==> src/rtl/muldiv_seq.sv <==
// Iterative MIPS MULT/MULTU/DIV/DIVU sequencer owning HI/LO.
// One shared 32-bit add/subtract step per cycle, 32 iterations plus a sign fix-up cycle.
module muldiv_seq (
    input  logic        clk,
    input  logic        clrn,
    input  logic        start,
    input  logic [1:0]  op,
    input  logic [31:0] a,
    input  logic [31:0] b,
    input  logic        whi,
    input  logic        wlo,
    input  logic [31:0] wdata,
    input  logic        flush,
    output logic [31:0] hi,
    output logic [31:0] lo,
    output logic        busy,
    output logic        done
);

    typedef enum logic [1:0] {S_IDLE, S_CALC, S_FIX} state_t;

    function automatic logic [31:0] neg32(input logic signed [31:0] x);
        return 32'(-x);
    endfunction

    function automatic logic [63:0] neg64(input logic signed [63:0] x);
        return 64'(-x);
    endfunction

    function automatic logic [31:0] mag32(input logic [31:0] x, input logic sgn);
        return (sgn && x[31]) ? neg32(x) : x;
    endfunction

    state_t      state_q, state_d;
    logic [4:0]  cnt_q, cnt_d;
    logic [31:0] hi_q, hi_d, lo_q, lo_d;
    logic        busy_q, busy_d, done_q, done_d;

    // acc_q doubles as the remainder and mplr_q as the quotient when dividing
    logic [31:0] acc_q, acc_d, mplr_q, mplr_d, opnd_q, opnd_d, araw_q, araw_d;
    logic        is_div_q, is_div_d, neg_res_q, neg_res_d, neg_rem_q, neg_rem_d;
    logic        dz_q, dz_d;

    logic [32:0] mul_sum;
    logic [32:0] div_shift, div_trial;
    logic        div_neg;
    logic [63:0] prod, prod_fix;

    always_comb begin
        mul_sum   = {1'b0, acc_q} + (mplr_q[0] ? {1'b0, opnd_q} : 33'd0);
        div_shift = {acc_q, mplr_q[31]};
        div_trial = div_shift - {1'b0, opnd_q};
        // a shifted remainder at or above 2^32 always exceeds any 32-bit divisor
        div_neg   = ~div_shift[32] & div_trial[32];
        prod      = {acc_q, mplr_q};
        prod_fix  = neg_res_q ? neg64(prod) : prod;
    end

    always_comb begin
        state_d   = state_q;
        cnt_d     = cnt_q;
        hi_d      = hi_q;
        lo_d      = lo_q;
        busy_d    = busy_q;
        done_d    = 1'b0;
        acc_d     = acc_q;
        mplr_d    = mplr_q;
        opnd_d    = opnd_q;
        araw_d    = araw_q;
        is_div_d  = is_div_q;
        neg_res_d = neg_res_q;
        neg_rem_d = neg_rem_q;
        dz_d      = dz_q;
        case (state_q)
            S_IDLE: begin
                if (whi) hi_d = wdata;
                if (wlo) lo_d = wdata;
                if (start && !flush) begin
                    state_d   = S_CALC;
                    busy_d    = 1'b1;
                    cnt_d     = 5'd0;
                    is_div_d  = op[1];
                    neg_res_d = op[0] & (a[31] ^ b[31]);
                    neg_rem_d = op[0] & a[31];
                    dz_d      = (b == 32'd0);
                    araw_d    = a;
                    acc_d     = 32'd0;
                    if (op[1]) begin
                        mplr_d = mag32(a, op[0]);
                        opnd_d = mag32(b, op[0]);
                    end else begin
                        mplr_d = mag32(b, op[0]);
                        opnd_d = mag32(a, op[0]);
                    end
                end
            end
            S_CALC: begin
                if (flush) begin
                    state_d = S_IDLE;
                    busy_d  = 1'b0;
                end else begin
                    if (is_div_q) begin
                        acc_d  = div_neg ? div_shift[31:0] : div_trial[31:0];
                        mplr_d = {mplr_q[30:0], ~div_neg};
                    end else begin
                        acc_d  = mul_sum[32:1];
                        mplr_d = {mul_sum[0], mplr_q[31:1]};
                    end
                    cnt_d = cnt_q + 5'd1;
                    if (cnt_q == 5'd31) state_d = S_FIX;
                end
            end
            S_FIX: begin
                state_d = S_IDLE;
                busy_d  = 1'b0;
                if (!flush) begin
                    done_d = 1'b1;
                    if (!is_div_q) begin
                        hi_d = prod_fix[63:32];
                        lo_d = prod_fix[31:0];
                    end else if (dz_q) begin
                        hi_d = araw_q;
                        lo_d = 32'hFFFF_FFFF;
                    end else begin
                        hi_d = neg_rem_q ? neg32(acc_q) : acc_q;
                        lo_d = neg_res_q ? neg32(mplr_q) : mplr_q;
                    end
                end
            end
            default: begin
                state_d = S_IDLE;
                busy_d  = 1'b0;
            end
        endcase
    end

    always_ff @(posedge clk) begin
        if (!clrn) begin
            state_q <= S_IDLE;
            cnt_q   <= 5'd0;
            hi_q    <= 32'd0;
            lo_q    <= 32'd0;
            busy_q  <= 1'b0;
            done_q  <= 1'b0;
        end else begin
            state_q <= state_d;
            cnt_q   <= cnt_d;
            hi_q    <= hi_d;
            lo_q    <= lo_d;
            busy_q  <= busy_d;
            done_q  <= done_d;
        end
    end

    // datapath registers are always loaded at start before they are used
    always_ff @(posedge clk) begin
        acc_q     <= acc_d;
        mplr_q    <= mplr_d;
        opnd_q    <= opnd_d;
        araw_q    <= araw_d;
        is_div_q  <= is_div_d;
        neg_res_q <= neg_res_d;
        neg_rem_q <= neg_rem_d;
        dz_q      <= dz_d;
    end

    assign hi   = hi_q;
    assign lo   = lo_q;
    assign busy = busy_q;
    assign done = done_q;

endmodule

==> config.mk <==
export PLATFORM = sky130hd
export DESIGN_NAME = muldiv_seq
export DESIGN_NICKNAME = d
export VERILOG_FILES = /design/src/rtl/muldiv_seq.sv
export SDC_FILE = /design/constraint.sdc
export NUM_CORES = 1
export LEC_CHECK = 0
export CAP_MARGIN = 20
export CORE_MARGIN = 10
export CORE_UTILIZATION = 45
export CTS_CLUSTER_DIAMETER = 100
export DETAILED_ROUTE_END_ITERATION = 8
export GPL_ROUTABILITY_DRIVEN = 0
export GPL_TIMING_DRIVEN = 1
export PLACE_DENSITY_LB_ADDON = 0.1
export RECOVER_POWER = 100
export SYNTH_ARGS = -nofsm -noshare
export SYNTH_HDL_FRONTEND = slang
export SYNTH_SLANG_ARGS = --single-unit
==> constraint.sdc <==
create_clock -name clk -period 6.59 [get_ports clk]
set_input_delay 0.9885 -clock clk [delete_from_list [all_inputs] [get_ports clk]]
set_output_delay 0.9885 -clock clk [all_outputs]
set_load 0.05 [all_outputs]
# Yosys cells after proc, flatten, opt, wreduce, memory -nomap -nowiden
# Cells that the tools add are included.
[totals] regBits=205 input_bits=104 out_inout_bits=66
[op_classes] n_reduce_logical=15 bitwise=6 n_addsub=8 muxes=38 eq_ne=10
[ops] operator="$mux 32" n=22
[ops] operator="$pmux 32 s2" n=4
[ops] operator="$neg 32->32" n=4
[ops] operator="$mux 64" n=1
[ops] operator="$neg 64->64" n=1
[ops] operator="$add 32x32->33" n=1
[ops] operator="$sub 33x32->33" n=1
[ops] operator="$logic_not 32->1" n=1
[ops] operator="$ne 2x2->1 const B" n=6
[ops] operator="$mux 5" n=2
[ops] operator="$pmux 5 s2" n=1
[ops] operator="$reduce_and 3->1" n=3
[ops] operator="$reduce_and 2->1" n=4
[ops] operator="$mux 2" n=3
[ops] operator="$add 5x1->5 const B" n=1
[ops] operator="$eq 5x5->1 const B" n=1
[ops] operator="$pmux 2 s2" n=1
[ops] operator="$reduce_bool 2->1" n=2
[ops] operator="$and 1x1->1" n=3
[ops] operator="$logic_and 1x1->1" n=3
[ops] operator="$mux 1" n=3
[ops] operator="$ne 3x3->1 const B" n=1
[ops] operator="$eq 2x1->1 const B" n=1
[ops] operator="$eq 2x2->1 const B" n=1
[ops] operator="5 further kinds" n=6

# Depth between registers and ports, before layout
# Gate-level depths: netlist of run 1.
[depth] ltp_word=6 mapped_depth=14

# Least setup slack after synthesis of run 1
# Ideal clock, no wire load.
[synth_timing] path_type="input -> register" start="input flush" end="register cnt_q[3]" setup_time_ns=0.064 arrival_ns=4.869 path_slack_ns=1.656 n_path_buf=0 required_time_ns=6.526 path_stages=9 cell_sequence="nor2_1 -> nand2_1 -> or2_2 -> inv_1 -> nor2_1 -> inv_1 -> nand4_1 -> xor2_1 -> nor2_1"
[synth_via] elab_chain_len=4
[synth_lines] item="start: declaration" line="13" text="input logic flush,"
[synth_lines] item="$logic_not 1->1"
[synth_lines] item="$logic_and 1x1->1" line="78" text="if (start && !flush) begin"
[synth_lines] item="$ne 2x2->1 (no source line)"
[synth_lines] item="$reduce_and 3->1 (no source line) *"
[synth_lines] item="end signal: assignment" line="147" text="cnt_q <= cnt_d;"
[synth_lines] item="end: declaration" line="35" text="logic [4:0] cnt_q, cnt_d;"
# Every way passes the cells marked *; elsewhere a longest branch is shown, timed or not.
# A chain may end at the register's enable or synchronous reset.

# Worst setup path after layout of run 1
[layout_timing] start="input op[1]" end="register mplr_q[24], data pin"
[layout_via] elab_chain_len=3
[layout_lines] item="start: declaration" line="7" text="input logic [1:0] op,"
[layout_lines] item="$mux 32" line="88" text="if (op[1]) begin"
[layout_lines] item="$mux 32" line="78"
[layout_lines] item="$pmux 32 s2" line="74" text="case (state_q)"
[layout_lines] item="net mplr_d[24]" line="40" text="logic [31:0] acc_q, acc_d, mplr_q, mplr_d, opnd_q, opnd_d, araw_q, araw_d;"
[layout_lines] item="end signal: assignment" line="158" text="mplr_q <= mplr_d;"
[layout_lines] item="end: declaration" line="40"
# The timed path passes the listed nets, and every way through them passes these cells. The select of a mux whose other input is x is not followed.

==> results of run 1 <==
-- sequential cells by signal, summed over array words and instances (netlist names) --
signal / count
acc_q: 32
araw_q: 32
hi: 32
lo: 32
mplr_q: 32
opnd_q: 32
cnt_q: 5
state_q: 2
busy: 1
done: 1
dz_q: 1
is_div_q: 1
neg_rem_q: 1
neg_res_q: 1
-- through the flow --
step	cells	utilization	setup slack, ns	hold slack [ns]
2_1_floorplan	1937	-	1.66	0.436
3_3_place_gp	2468	0.510	2.20	0.439
3_5_place_dp	2468	0.510	2.21	0.448
4_1_cts	2516	0.534	2.21	0.456
5_1_grt	2521	0.534	0.897	0.464
6_report	2521	0.534	1.09	0.451
-- kinds of logic after synthesis --
family	share of synthesized area
AO/OA/AOI/OAI	0.252
XOR/XNOR	0.0933
adder cells (fa/ha/maj)	0.0567
buffers and inverters	0.0450
flip-flops	0.336
multiplexers	0.0484
AND/OR/NAND/NOR	0.169
-- worst paths after layout --
kind	start	end	slack, ns
max	op[1]	mplr_q[24]	1.09
min	lo[18]	lo[18]	0.45
max reg2reg	mplr_q[31]	acc_q[5]	1.32
min reg2reg	lo[18]	lo[18]	0.45
-- power breakdown --
group / leakage (nW) / switching [mW] / internal [mW]
combinational: 4.82 / 0.664 / 0.394
sequential: 1.85 / 0.106 / 1.47
clock: 0.429 / 0.597 / 0.855
total: 7.10 / 1.37 / 2.72
-- layout make-up --
type	instances	area [um^2]
antenna	2	5.00
clock buffer	33	722
sequential	205	5430
inverter	62	233
timing repair buffer	191	1870
fill	3311	16500
multi-input combinational	1552	9960
tap	461	577
clock inverter	15	143
-- worst min-delay path, stage by stage (launching register included) --
cell and delay, ns:
sky130_fd_sc_hd__dfxtp_1 0.31, sky130_fd_sc_hd__nand2_1 0.05, sky130_fd_sc_hd__a21oi_1 0.05
-- routing by layer --
metal | vias up | track usage
met4 | 4 | 0.100
met1 | 7584 | 0.373
li1 | 7393 | -
met2 | 829 | 0.400
met3 | 104 | 0.0509
met5 | - | 0
-- cell usage in the layout (no fill, tap or decap), types with 20 or more instances in the layout --
cell type,synthesis,final
sky130_fd_sc_hd__xor2_1,68,68
sky130_fd_sc_hd__dlygate4sd3_1,0,100
sky130_fd_sc_hd__dfxtp_1,73,73
sky130_fd_sc_hd__or3_1,25,26
sky130_fd_sc_hd__nand2_1,196,196
sky130_fd_sc_hd__nor2_1,155,155
sky130_fd_sc_hd__o221ai_1,36,36
sky130_fd_sc_hd__o211ai_1,20,20
sky130_fd_sc_hd__clkdlybuf4s50_1,0,68
sky130_fd_sc_hd__a21o_1,22,22
sky130_fd_sc_hd__o31ai_1,26,27
sky130_fd_sc_hd__xnor2_1,104,104
sky130_fd_sc_hd__edfxtp_1,132,132
sky130_fd_sc_hd__mux2i_1,68,68
sky130_fd_sc_hd__a31oi_1,21,21
sky130_fd_sc_hd__a21oi_1,240,238
sky130_fd_sc_hd__inv_1,59,60
sky130_fd_sc_hd__nor3_1,34,34
sky130_fd_sc_hd__a211oi_1,26,26
sky130_fd_sc_hd__clkbuf_16,0,27
sky130_fd_sc_hd__o21ai_0,167,173
sky130_fd_sc_hd__ha_1,70,70
-- synth_stat cells, types with 36 or more instances --
cell                       count
sky130_fd_sc_hd__edfxtp_1    132
sky130_fd_sc_hd__inv_1        59
sky130_fd_sc_hd__nand2_1     196
sky130_fd_sc_hd__dfxtp_1      73
sky130_fd_sc_hd__o21ai_0     167
sky130_fd_sc_hd__a21oi_1     240
sky130_fd_sc_hd__clkbuf_1     99
sky130_fd_sc_hd__xor2_1       68
sky130_fd_sc_hd__nor2_1      155
sky130_fd_sc_hd__ha_1         70
sky130_fd_sc_hd__mux2i_1      68
sky130_fd_sc_hd__o221ai_1     36
sky130_fd_sc_hd__xnor2_1     104
==> impl_summary.md, run 1 <==
Status
The run finished, with violations left. The final reports fail on capacitance limit, slew limit.

GRT
The number of global-route vias before repair is 14.6k. The global-route wire length before repair is 92.3 mm. For this run, the total global-route usage over all layers was measured as 0.267. The aggregate global routing overflow is 0. Entering global routing, the biggest net connects 95 pins.

The number of antenna violations at the first check in global routing is 4.

CTS
The root cell of the clock tree is sky130_fd_sc_hd__clkbuf_16. For this design, the sink count on the clock tree is 205. The clock passes through at most 3 buffers. The number of instances resized during post-cts repair is 0.

The number of buffers inserted to repair setup after CTS is 0. TritonCTS built the clock tree. Clock-pin slew was measured on the worst setup and hold paths at 0.06 ns. The count of hold-fix buffers inserted at cts is 0. Clock tree synthesis inserted a total of 26 buffers.

The clock insertion delay at the later pin of the skew report is 0.56 ns. The maximum level of the CTS H-tree is 1.

Drt
The count of unresolved DRC violations after routing is 0. The detailed router put a total of 26.6 mm of wire on met1. The met2 wire length is 27.1 mm. The via count normalized by instance count is 6.31. The wire length after detailed routing is 61.9 mm.

Routed signal wires occupy layers up through met5. The number of search-and-repair iterations in the first detailed-routing pass is 5. The via count is 15.9k.

Dividing the detail-routed wire length by the instance count gives 24.6 um. The detailed router finished its first iteration with 1785 violations. The met3 routed wirelength is 5.95 mm. The number of antenna-violating nets in the routed design is 0.

Worst setup path
For this run, the slowest stage of the critical path takes 2.17 ns. The worst setup path is of the input port to register kind. The worst path buffer plus inverter count is 3. STA puts the critical path data arrival time at 5.91 ns. The logic depth of the worst setup path including buffers is 6. Data on the critical path is required at its endpoint by 6.99 ns.

STA classifies the critical path endpoint as a register. The kind of start point of the critical path is an input port. The slowest stage of the critical path is the sky130_fd_sc_hd__clkbuf_1 cell. The worst reg-to-reg path cell count is 13. The family of cells with the greatest summed delay on the critical path is buffers and inverters. Traced cell by cell, the critical path runs through buf_2 -> clkbuf_1 -> inv_1 -> nor2_1 -> a21oi_1 -> o21ai_0. The maximum fanout along the worst path is 58.

Die
In this run the standard cell core region covers 35500 um^2. In this run the core area contains 69 standard-cell rows. The die span in y is 209 um. The die covers 43900 um^2. The die outline width is 209 um.

The number of placed I/O pins is 170. The starting density of the core is 0.455.

STA
The final worst-path cycle share is 0.835. Summed over all failing endpoints, the final setup total negative slack is 0 ns. The number of hold violations in the final report is 0.

The achievable clock frequency is 182 MHz. Setup repair after global routing left no endpoint under its margin. The count of final max-slew check failures is 215. For the finished layout, the period the worst path requires is 5.50 ns. Clock skew on the completed layout was measured at 0.0125 ns. The number of failing setup endpoints in the final timing report is 0. The headroom to the max-slew limit is -1.71. The worst-margin pin slew is 4.07 ns.

Cells and area
The fraction of layout instances using a drive strength above 1 is 0.0476. After routing the design area is 18900 um^2. The net count of the finished layout is 2214. Compared with the post-synthesis result, the final layout area differs by 17.3%.

Power and ir drop
For this design the static power due to leakage is 7.10 nW. Dividing total power by cell area gives a power density of 216 nW/um^2. The power consumption is 4.08 mW.

IR analysis of the VDD net gives a maximum drop of 0.224 mV.

Placed design
Summed over all nets, the half-perimeter wirelength after detailed placement is 46.8 mm. The area of placed instances is 18100 um^2. The count of buffers added on input and output ports is 169.

Run
The max-capacitance violation count is 4.

Logic synthesis
After synthesis, the netlist uses 78 different library cells. The cell type contributing the most total cell area after synthesis is sky130_fd_sc_hd__edfxtp_1. For this run, asynchronously set or reset flops after synthesis account for 0. The flip-flop and latch count after synthesis is 205. The part of the Yosys area used for sequential elements is 0.336. The netlist area before placement is 16200 um^2. In the post-synthesis netlist, the biggest area contributors are sky130_fd_sc_hd__edfxtp_1 (25%), sky130_fd_sc_hd__dfxtp_1 (9.0%), sky130_fd_sc_hd__a21oi_1 (7.4%). In this run the mean area of a mapped cell was 8.34 um^2. Of the post-synthesis cell area, the dominant cell type holds 0.245. The number of flops mapped to enable cells by yosys is 132. In the synthesized netlist the dominant register cell turns out to be sky130_fd_sc_hd__edfxtp_1.

Synthesis handed over a netlist of 1937 instances. The number of warnings issued by yosys is 0. The net count after synthesis is 2113.

Min path
The worst hold path depth is 2. The type of the worst min-delay path is register to register.
No activity file was read; power rests on OpenSTA's default activity.
==> run 2, diff against run 1 <==
==> constraint.sdc (replaced) <==
create_clock -name clk -period 5.5 [get_ports clk]
set_input_delay 0.825 -clock clk [delete_from_list [all_inputs] [get_ports clk]]
set_output_delay 0.825 -clock clk [all_outputs]
set_load 0.05 [all_outputs]
==> run 2 against run 1 <==
  * The flow still finishes with violations (capacitance limit, slew limit)
  * Register-to-register slack worse by 0.54 ns
  * Combinational power increased by 21%
  * Global-route usage increased by 0.52 points
  * Non-clock buffer count increased by 8
  * Wire length rose by 2.0%
  * Largest power group is now the clock network
==> impl_summary.md, run 2 (same netlist as run 1, synthesis figures left out) <==
Status
The run finished, with violations left. The final reports fail on capacitance limit, slew limit.

Drt
The number of search-and-repair iterations in the first detailed-routing pass is 6 (+1). The detailed router used layers up to and including met5. The count of unresolved DRC violations after routing came to 0 (unchanged). The number of antenna-violating nets in the routed design was 0 (unchanged). The via count normalized by instance count is 6.42 (+1.7%). The wire length after detailed routing is 63.1 mm (+2.0%). The initial detailed-routing violation count came to 2013 (+13%). The mean routed wirelength per cell came to 25.0 um (+1.7%).

The met2 wire length is 28.0 mm (+3.4%). The wire length the detailed router placed on met1 is 26.4 mm (-0.78%). The met3 routed wirelength was 6.81 mm (+14%). The via count is 16.2k (+2.0%).

STA
The routed design could run at a clock period as short as 4.73 ns. Dividing the final minimum period by the clock period gives 0.859. The count of final max-slew check failures was 158 (-27%). The largest clock skew in the final design is 0.0116 ns (-0.000910 ns). Setup repair after global routing left no endpoint under its margin.

The number of hold violations in the final report is 0 (unchanged). The number of failing setup endpoints in the final timing report is 0 (unchanged). The headroom to the max-slew limit is -1.04 (+0.673). The achievable clock frequency is 212 MHz. The worst-margin pin slew came to 3.06 ns (-1.01 ns).

The tightest hold margin is 0.449 ns (-0.00131 ns). The aggregate negative setup slack was 0 ns (unchanged).

Cells and area
The library cells used most frequently in the layout, excluding fill and tap cells, are sky130_fd_sc_hd__a21oi_1 (238), sky130_fd_sc_hd__nand2_1 (196), sky130_fd_sc_hd__o21ai_0 (174). The net count of the finished layout is 2222 (+0.36%). The area growth from synthesis to layout is 18.1%.

The fraction of layout instances using a drive strength above 1 was 0.0489 (+0.00127). The commonest non-fill, non-tap cell in the layout is sky130_fd_sc_hd__a21oi_1.

CTS
The buffer depth of the longest clock path is 3 (unchanged). TritonCTS built the clock tree. The maximum level of the CTS H-tree is 1 (unchanged). The count of hold-fix buffers inserted at cts is 0 (unchanged). The clock insertion delay at the later pin of the skew report came to 0.56 ns (about the same). The number of buffers inserted to repair setup after CTS was 0 (unchanged). The root cell of the clock tree is sky130_fd_sc_hd__clkbuf_16. The number of instances resized during post-cts repair is 0 (unchanged).

The count of clock tree sinks is 205 (unchanged). The number of CTS-inserted buffers is 26 (unchanged). The clock-pin transition on the worst setup and hold timing paths is 0.06 ns (about the same).

Power and ir drop
The static leakage is 7.16 nW (+0.91%). The largest vdd supply drop is 0.297 mV (+33%). The power consumption was 5.13 mW (+26%). The power density normalized to cell area is 269 nW/um^2 (+25%).

GRT
The aggregate global routing overflow came to 0 (unchanged). The overall routing resource usage is 0.273 (+0.00518). The number of global-route vias before repair came to 15.1k (+3.2%). The global-route wire length before repair is 94.1 mm (+1.9%). The largest net degree at the start of global routing was 69 (-27%). The number of antenna violations at the first check in global routing is 3 (-1).

Worst setup path
The data arrival time of the worst path is 4.90 ns (-1.01 ns). The reg-to-reg setup timing slack was 0.78 ns (-0.54 ns). The data required time at the worst endpoint was 5.68 ns (-1.31 ns).

The kind of critical path is input port to register. The critical path goes through dlygate4sd3_1 -> nor2_1 -> nand2_1 -> or2_2 -> inv_1 -> nor2_1 -> inv_1 -> clkbuf_1 -> clkbuf_1. The worst setup path is launched from an input port. The worst reg-to-reg path cell count is 13 (unchanged). The endpoint class of the critical path is a register. In this run the critical register-to-register path is captured at acc_q[27].

The launch point of the worst path is flush. The delay of the slowest cell on the worst path is 1.65 ns (-0.52 ns). The maximum fanout along the worst path was 30 (-48%). The launching point of the worst reg2reg path is mplr_q[0].

For this design, the slowest cell found on the critical path is sky130_fd_sc_hd__clkbuf_1. The termination of the worst setup path is mplr_q[31].

Die
The die span in y was 209 um (unchanged). The number of placed I/O pins is 170 (unchanged). The placeable core area came to 35500 um^2 (unchanged).

The starting density of the core is 0.455 (unchanged). The die outline width was 209 um (unchanged). The die area is 43900 um^2 (unchanged). The count of standard-cell rows is 69 (unchanged).

Run
The max-capacitance violation count is 3 (-1).

Placed design
The count of input and output buffers is 169 (unchanged). The half-perimeter wire length after detailed placement was 47.7 mm (+2.1%).

Min path
In this run the most critical hold path is launched from lo[0]. The worst hold path depth came to 2 (unchanged). In this run the worst hold path is classified as register to register.
run 2: worst min-delay path by stage:
stage	endpoint
after floorplan	cnt_q[4]
after global placement	lo[9]
after detailed placement	lo[0]
after CTS	lo[0]
after global routing	lo[21]
final	lo[0]
run 2: metrics by stage:
| stage | worst slack (ns) | util | cell area, um^2 | cells |
|---|---|---|---|---|
| 2_1_floorplan | 0.730 | - | 16200 | 1937 |
| 3_3_place_gp | 1.26 | 0.511 | 18100 | 2475 |
| 3_5_place_dp | 1.21 | 0.512 | 18200 | 2476 |
| 4_1_cts | 1.21 | 0.540 | 19100 | 2524 |
| 5_1_grt | 0.527 | 0.538 | 19100 | 2529 |
| 6_report | 0.775 | 0.538 | 19100 | 2529 |
run 2: report_power, final:
| part | total [mW] | switching [mW] | internal (mW) |
|---|---|---|---|
| Clock | 1.97 | 0.723 | 1.25 |
| Combinational | 1.28 | 0.804 | 0.474 |
| Sequential | 1.88 | 0.126 | 1.76 |
run 2: cell type report:
type	instances	area [um^2]
flip-flops and latches	205	5430
diodes	2	5.00
well taps	461	577
clock buffers	35	757
multi-input cells	1552	9950
clock inverters	13	228
fillers	3372	16400
inverters	62	233
repair buffers	199	1900
run 2: worst max-delay path, delay by kind of cell:
kind,cells,cell delay (ns)
and+or+nand+nor,4,0.51
buffers and inverters,5,3.54
run 2: routing by layer:
metal / up-vias / GRT usage
li1: 7417 / -
met1: 7771 / 0.374
met2: 933 / 0.421
met3: 109 / 0.0585
met4: 2 / 0.0794
met5: - / 0
